**src/rtl/rs_syndrome_calc.sv**
```systemverilog
`default_nettype none
// ============================================================================
//  Module      : rs_syndrome_calc
//  Description : Streaming syndrome calculator S1..S6 for RS(N,N-6) over
//                GF(256), using Horner evaluation at alpha^1..alpha^6.
//  Revision    : 1.0 - initial release
// ============================================================================
module rs_syndrome_calc #(
    parameter int         N         = 255,
    parameter logic [7:0] PRIM_POLY = 8'h1D
) (
    input  logic       clock,
    input  logic       reset_n,
    input  logic       in_valid,
    input  logic       in_sop,
    input  logic [7:0] data_in,
    output logic       syn_valid,
    output logic       err_flag,
    output logic [7:0] S1,
    output logic [7:0] S2,
    output logic [7:0] S3,
    output logic [7:0] S4,
    output logic [7:0] S5,
    output logic [7:0] S6,
    output logic       busy
);

    localparam int             NUM_SYN  = 6;
    localparam int             CNT_W    = (N > 1) ? $clog2(N) : 1;
    localparam logic [CNT_W-1:0] LAST_IDX = CNT_W'(N - 1);

    function automatic logic [7:0] xtime(input logic [7:0] x);
        return {x[6:0], 1'b0} ^ (x[7] ? PRIM_POLY : 8'h00);
    endfunction

    // Fixed-bound loop so each root unrolls to exactly pw chained xtime stages.
    function automatic logic [7:0] mul_alpha_pow(input logic [7:0] x, input int pw);
        logic [7:0] r;
        r = x;
        for (int k = 0; k < NUM_SYN; k++) begin
            if (k < pw) r = xtime(r);
        end
        return r;
    endfunction

    logic [CNT_W-1:0]         sym_cnt_q, sym_cnt_d;
    logic [NUM_SYN-1:0][7:0]  acc_q, acc_d;
    logic [NUM_SYN-1:0][7:0]  syn_q, syn_d;
    logic [NUM_SYN-1:0][7:0]  horner;
    logic                     syn_valid_q, syn_valid_d;
    logic                     err_flag_q, err_flag_d;
    logic                     first_sym;
    logic                     last_sym;

    generate
        for (genvar gi = 0; gi < NUM_SYN; gi++) begin : g_horner
            assign horner[gi] = mul_alpha_pow(acc_q[gi], gi + 1) ^ data_in;
        end
    endgenerate

    // in_sop always wins, even on what would otherwise be the last symbol.
    assign first_sym = in_sop || (sym_cnt_q == '0);
    assign last_sym  = !first_sym && (sym_cnt_q == LAST_IDX);

    always_comb begin
        sym_cnt_d   = sym_cnt_q;
        acc_d       = acc_q;
        syn_d       = syn_q;
        err_flag_d  = err_flag_q;
        syn_valid_d = 1'b0;
        if (in_valid) begin
            if (first_sym) begin
                acc_d     = {NUM_SYN{data_in}};
                sym_cnt_d = CNT_W'(1);
            end else if (last_sym) begin
                acc_d       = horner;
                syn_d       = horner;
                err_flag_d  = |horner;
                syn_valid_d = 1'b1;
                sym_cnt_d   = '0;
            end else begin
                acc_d     = horner;
                sym_cnt_d = sym_cnt_q + CNT_W'(1);
            end
        end
    end

    always_ff @(posedge clock or negedge reset_n) begin
        if (!reset_n) begin
            sym_cnt_q   <= '0;
            acc_q       <= '0;
            syn_q       <= '0;
            syn_valid_q <= 1'b0;
            err_flag_q  <= 1'b0;
        end else begin
            sym_cnt_q   <= sym_cnt_d;
            acc_q       <= acc_d;
            syn_q       <= syn_d;
            syn_valid_q <= syn_valid_d;
            err_flag_q  <= err_flag_d;
        end
    end

    assign syn_valid = syn_valid_q;
    assign err_flag  = err_flag_q;
    assign S1        = syn_q[0];
    assign S2        = syn_q[1];
    assign S3        = syn_q[2];
    assign S4        = syn_q[3];
    assign S5        = syn_q[4];
    assign S6        = syn_q[5];
    assign busy      = (sym_cnt_q != '0);

endmodule
`default_nettype wire

```
**config.mk**
```make
export PLATFORM = sky130hd
export DESIGN_NAME = rs_syndrome_calc
export DESIGN_NICKNAME = d
export VERILOG_FILES = /design/src/rtl/rs_syndrome_calc.sv
export SDC_FILE = /design/constraint.sdc
export NUM_CORES = 1
export LEC_CHECK = 0
export BUFFER_PORTS_ARGS = -buffer_cell sky130_fd_sc_hd__buf_2
export CORE_MARGIN = 5
export CORE_UTILIZATION = 45
export DETAILED_ROUTE_END_ITERATION = 8
export GPL_ROUTABILITY_DRIVEN = 0
export REMOVE_ABC_BUFFERS = 1
export SYNTH_ARGS = -nofsm -noshare
export SYNTH_HDL_FRONTEND = slang
export SYNTH_SLANG_ARGS = --single-unit
```
**constraint.sdc**
```tcl
create_clock -name clock -period 4 [get_ports clock]
set_clock_uncertainty 0.1 [all_clocks]
set_input_delay 0.4 -clock clock [delete_from_list [all_inputs] [get_ports clock]]
set_output_delay 0.4 -clock clock [all_outputs]
set_load 0.1 [all_outputs]
```
==> impl_metrics.tcl <==
set metrics [dict create \
    swShare 0.392 \
    synth_largest_type_area_fraction 0.443 \
    timing.slew.headroom 0.338 \
    initial_core_util 0.456 \
    crit_start "sym_cnt_q[2]" \
    slowest_delay_ns 0.69 \
    p_leak_nw 2.89 \
    viasPerCell 5.26 \
    p_seq_frac 0.368 \
    drive_above_1_share 0.144 \
    comb_power_share 0.407 \
    p_switching_mw 1.53 \
    critPathMaxFanout 19 \
    cts_resized 0 \
    diodes 0 \
    max-vdd-ir-drop_mv 0.346 \
    stdcell_count 862 \
    pwr_density_cell_mw_per_mm2 592 \
    ios 63 \
    synth-seq-cells 106 \
    avgSynthCellArea_um2 9.08 \
    final_antenna_net_count 0 \
    yosys-top-cells-area "dfrtp_1 44%, xnor2_1 13%, xor2_1 6.3%" \
    grt_max_degree 76 \
    die_w_um 125 \
    netlist_area_mm2 0.00599 \
    drv_slew 0 \
    portBuffers 62 \
    core-area_mm2 0.0131 \
    clock_latency_ns 0.36 \
    yosys_warnings 0 \
    required_ns 4.10 \
    die_area_mm2 0.0157 \
    slowest_stage "nand2b_1" \
    worstPathCellList "nor4_1 > nand3_1 > nand2b_1 > nor2_1 > o21ai_0 > o21ai_0" \
    ys_types 42 \
    rsz0062_at_grt "no" \
    worstMarginPinSlew_ns 0.994 \
    first_pass_iters 4 \
    grt_first_pass_wirelength_mm 23.8 \
    final_nets 697 \
    place_inst 847 \
    numCtsBuffers 9 \
    worstSetupStartpointType "flip-flop" \
    crit_path_end "acc_q[12]" \
    grt_util_all_layers 0.189 \
    hpwl_mm 9.76 \
    worstRegToRegCells 6 \
    maxCapViolCount 0 \
    synth.yosys.seq_area_share 0.443 \
    hold_violations 0 \
    r2r_start "sym_cnt_q[2]" \
    htreeDepth 3 \
    synthCells 659 \
    postCtsSetupRepairBufs 0 \
    cts_buffer_depth 2 \
    arrival_ns 2.68 \
    hold_buffers 0 \
    path_clk_slew_ns 0.07 \
    status "finished, final reports clean" \
    antenna_found_initial 0 \
    fp.dieH_um 125 \
    reg2reg_slack_ns 1.42 \
    clockRootBuffer "clkbuf_16" \
    clock_sinks 106 \
    period_needed_ns 2.58 \
    wirelength_mm 14.4 \
    wl_per_cell_um 16.7 \
    yosys.area.top_type "dfrtp_1" \
    cts_tree "yes" \
    vias 4531 \
    hold_class "input port to async pin" \
    power_frac_clock 0.226 \
    path_class "flip-flop to flip-flop" \
    cp_common_cell "o21ai_0" \
    r2r-end "acc_q[12]" \
    timing.fmax_mhz 387 \
    drtIter0Drc 285 \
    drc_errors 0 \
    finalSetupViolations 0 \
    grt-ovfl-total 0 \
    finalCritPeriodShare 0.646 \
    area_delta_synth_final_pct 10.2 \
    internal_power_mw 2.38 \
    fin_total_pwr_mw 3.91 \
    endpoint_kind "flip-flop" \
    core.rowCount 42 \
    grt_pass1_vias 4623 \
]
[cell usage after synthesis (all sizes together)]
cell and n:
dfrtp 106, nand4 2, nand3 18, o22ai 5, a21oi 60, clkbuf 30, buf 25, nand2 69
a31oi 6, inv 7, ha 3, a21o 1, nor3 7, or2 2, o2bb2ai 3, xnor2 92
o32ai 2, nand4b 1, and3 10, a2111oi 1, nand2b 3, nor4 2, xor2 44, o31ai 4
mux2 13, and4 1, clkinv 1, mux2i 3, nor4bb 1, nor2b 5, nor2 70, o21ai 55
and2 1, or4 4, or3 1, a22o 1
[cell type report]
type / count / area, um2
clock buffers: 11 / 233
clock inverters: 4 / 51.3
fillers: 1268 / 6540
inverters: 8 / 30.0
multi-input cells: 490 / 3060
flip-flops and latches: 106 / 2650
well taps: 176 / 220
repair buffers: 67 / 350
[layout by cell type (no fill, tap or decap), types with 9 or more instances in the layout]
master     instances
xor2_1            43
mux2_2            13
nor2_1            70
dfrtp_1          106
xnor2_1           91
a21oi_1           60
and3_1            10
clkbuf_16          9
o21ai_0           55
nand3_1           17
nand2_1           69
buf_2             61
[through the flow]
stage | setup WS, ns | hold slack, ns | utilization | setup TNS, ns | cell area, um2
floorplan | -0.855 | 0.00441 | - | -18.72 | 5730
global placement | 1.50 | 0.355 | 0.481 | 0 | 6310
detailed placement | 1.41 | 0.365 | 0.481 | 0 | 6310
CTS | 1.40 | 0.136 | 0.502 | 0 | 6600
global route | 1.26 | 0.174 | 0.502 | 0 | 6600
finish | 1.42 | 0.0923 | 0.502 | 0 | 6600
[how the worst min path moves through the flow]
stage / startpoint / end / slack (ns) / depth (start not counted)
final: reset_n / acc_q[6] / 0.09 / 1
after global routing: reset_n / S1[6] / 0.17 / 1
after CTS: reset_n / acc_q[15] / 0.14 / 1
after detailed placement: S2[0] / S2[0] / 0.37 / 2
after global placement: S5[1] / S5[1] / 0.35 / 2
after floorplan: reset_n / S1[0] / 0.004 / 0
[power by group through the flow]
stage          clock network (mW)  logic [mW]  registers [mW]
6_report                    0.883        1.59            1.44
5_1_grt                     0.946        1.76            1.46
4_1_cts                     0.912        1.60            1.44
3_5_place_dp                    0        1.59            1.46
3_3_place_gp                    0        1.56            1.45
2_1_floorplan                   0        1.22            1.40
[critical path, delay by kind of cell, from the launching register on]
kind	cells	cell delay (ns)
and+or+nand+nor	4	1.55
DFF	1	0.46
AOI/OAI and AO/OA	2	0.32
[logic make-up after synthesis]
group	share of synthesized area
muxes	0.0295
buffers and inverters	0.0481
AOI/OAI and AO/OA	0.124
adders and majority gates	0.00627
and+or+nand+nor	0.146
DFF	0.443
xor gates and xnor gates	0.203
[state kept, by name, summed over array words and instances (netlist names)]
name       cells
err_flag       1
S6             8
S4             8
S5             8
S3             8
S2             8
acc_q         48
sym_cnt_q      8
syn_valid      1
S1             8
[layer usage]
layer | global-route usage | wire length, um | part of all wire | vias to the layer above
li1 | - | - | - | 2224
met1 | 0.257 | 6780 | 0.47 | 2210
met2 | 0.302 | 6870 | 0.48 | 78
met3 | 0.0439 | 583 | 0.040 | 19
met4 | 0.0548 | 178 | 0.012 | 0
met5 | 0 | 0 | 0 | -
No activity file was read; power rests on OpenSTA's default activity.
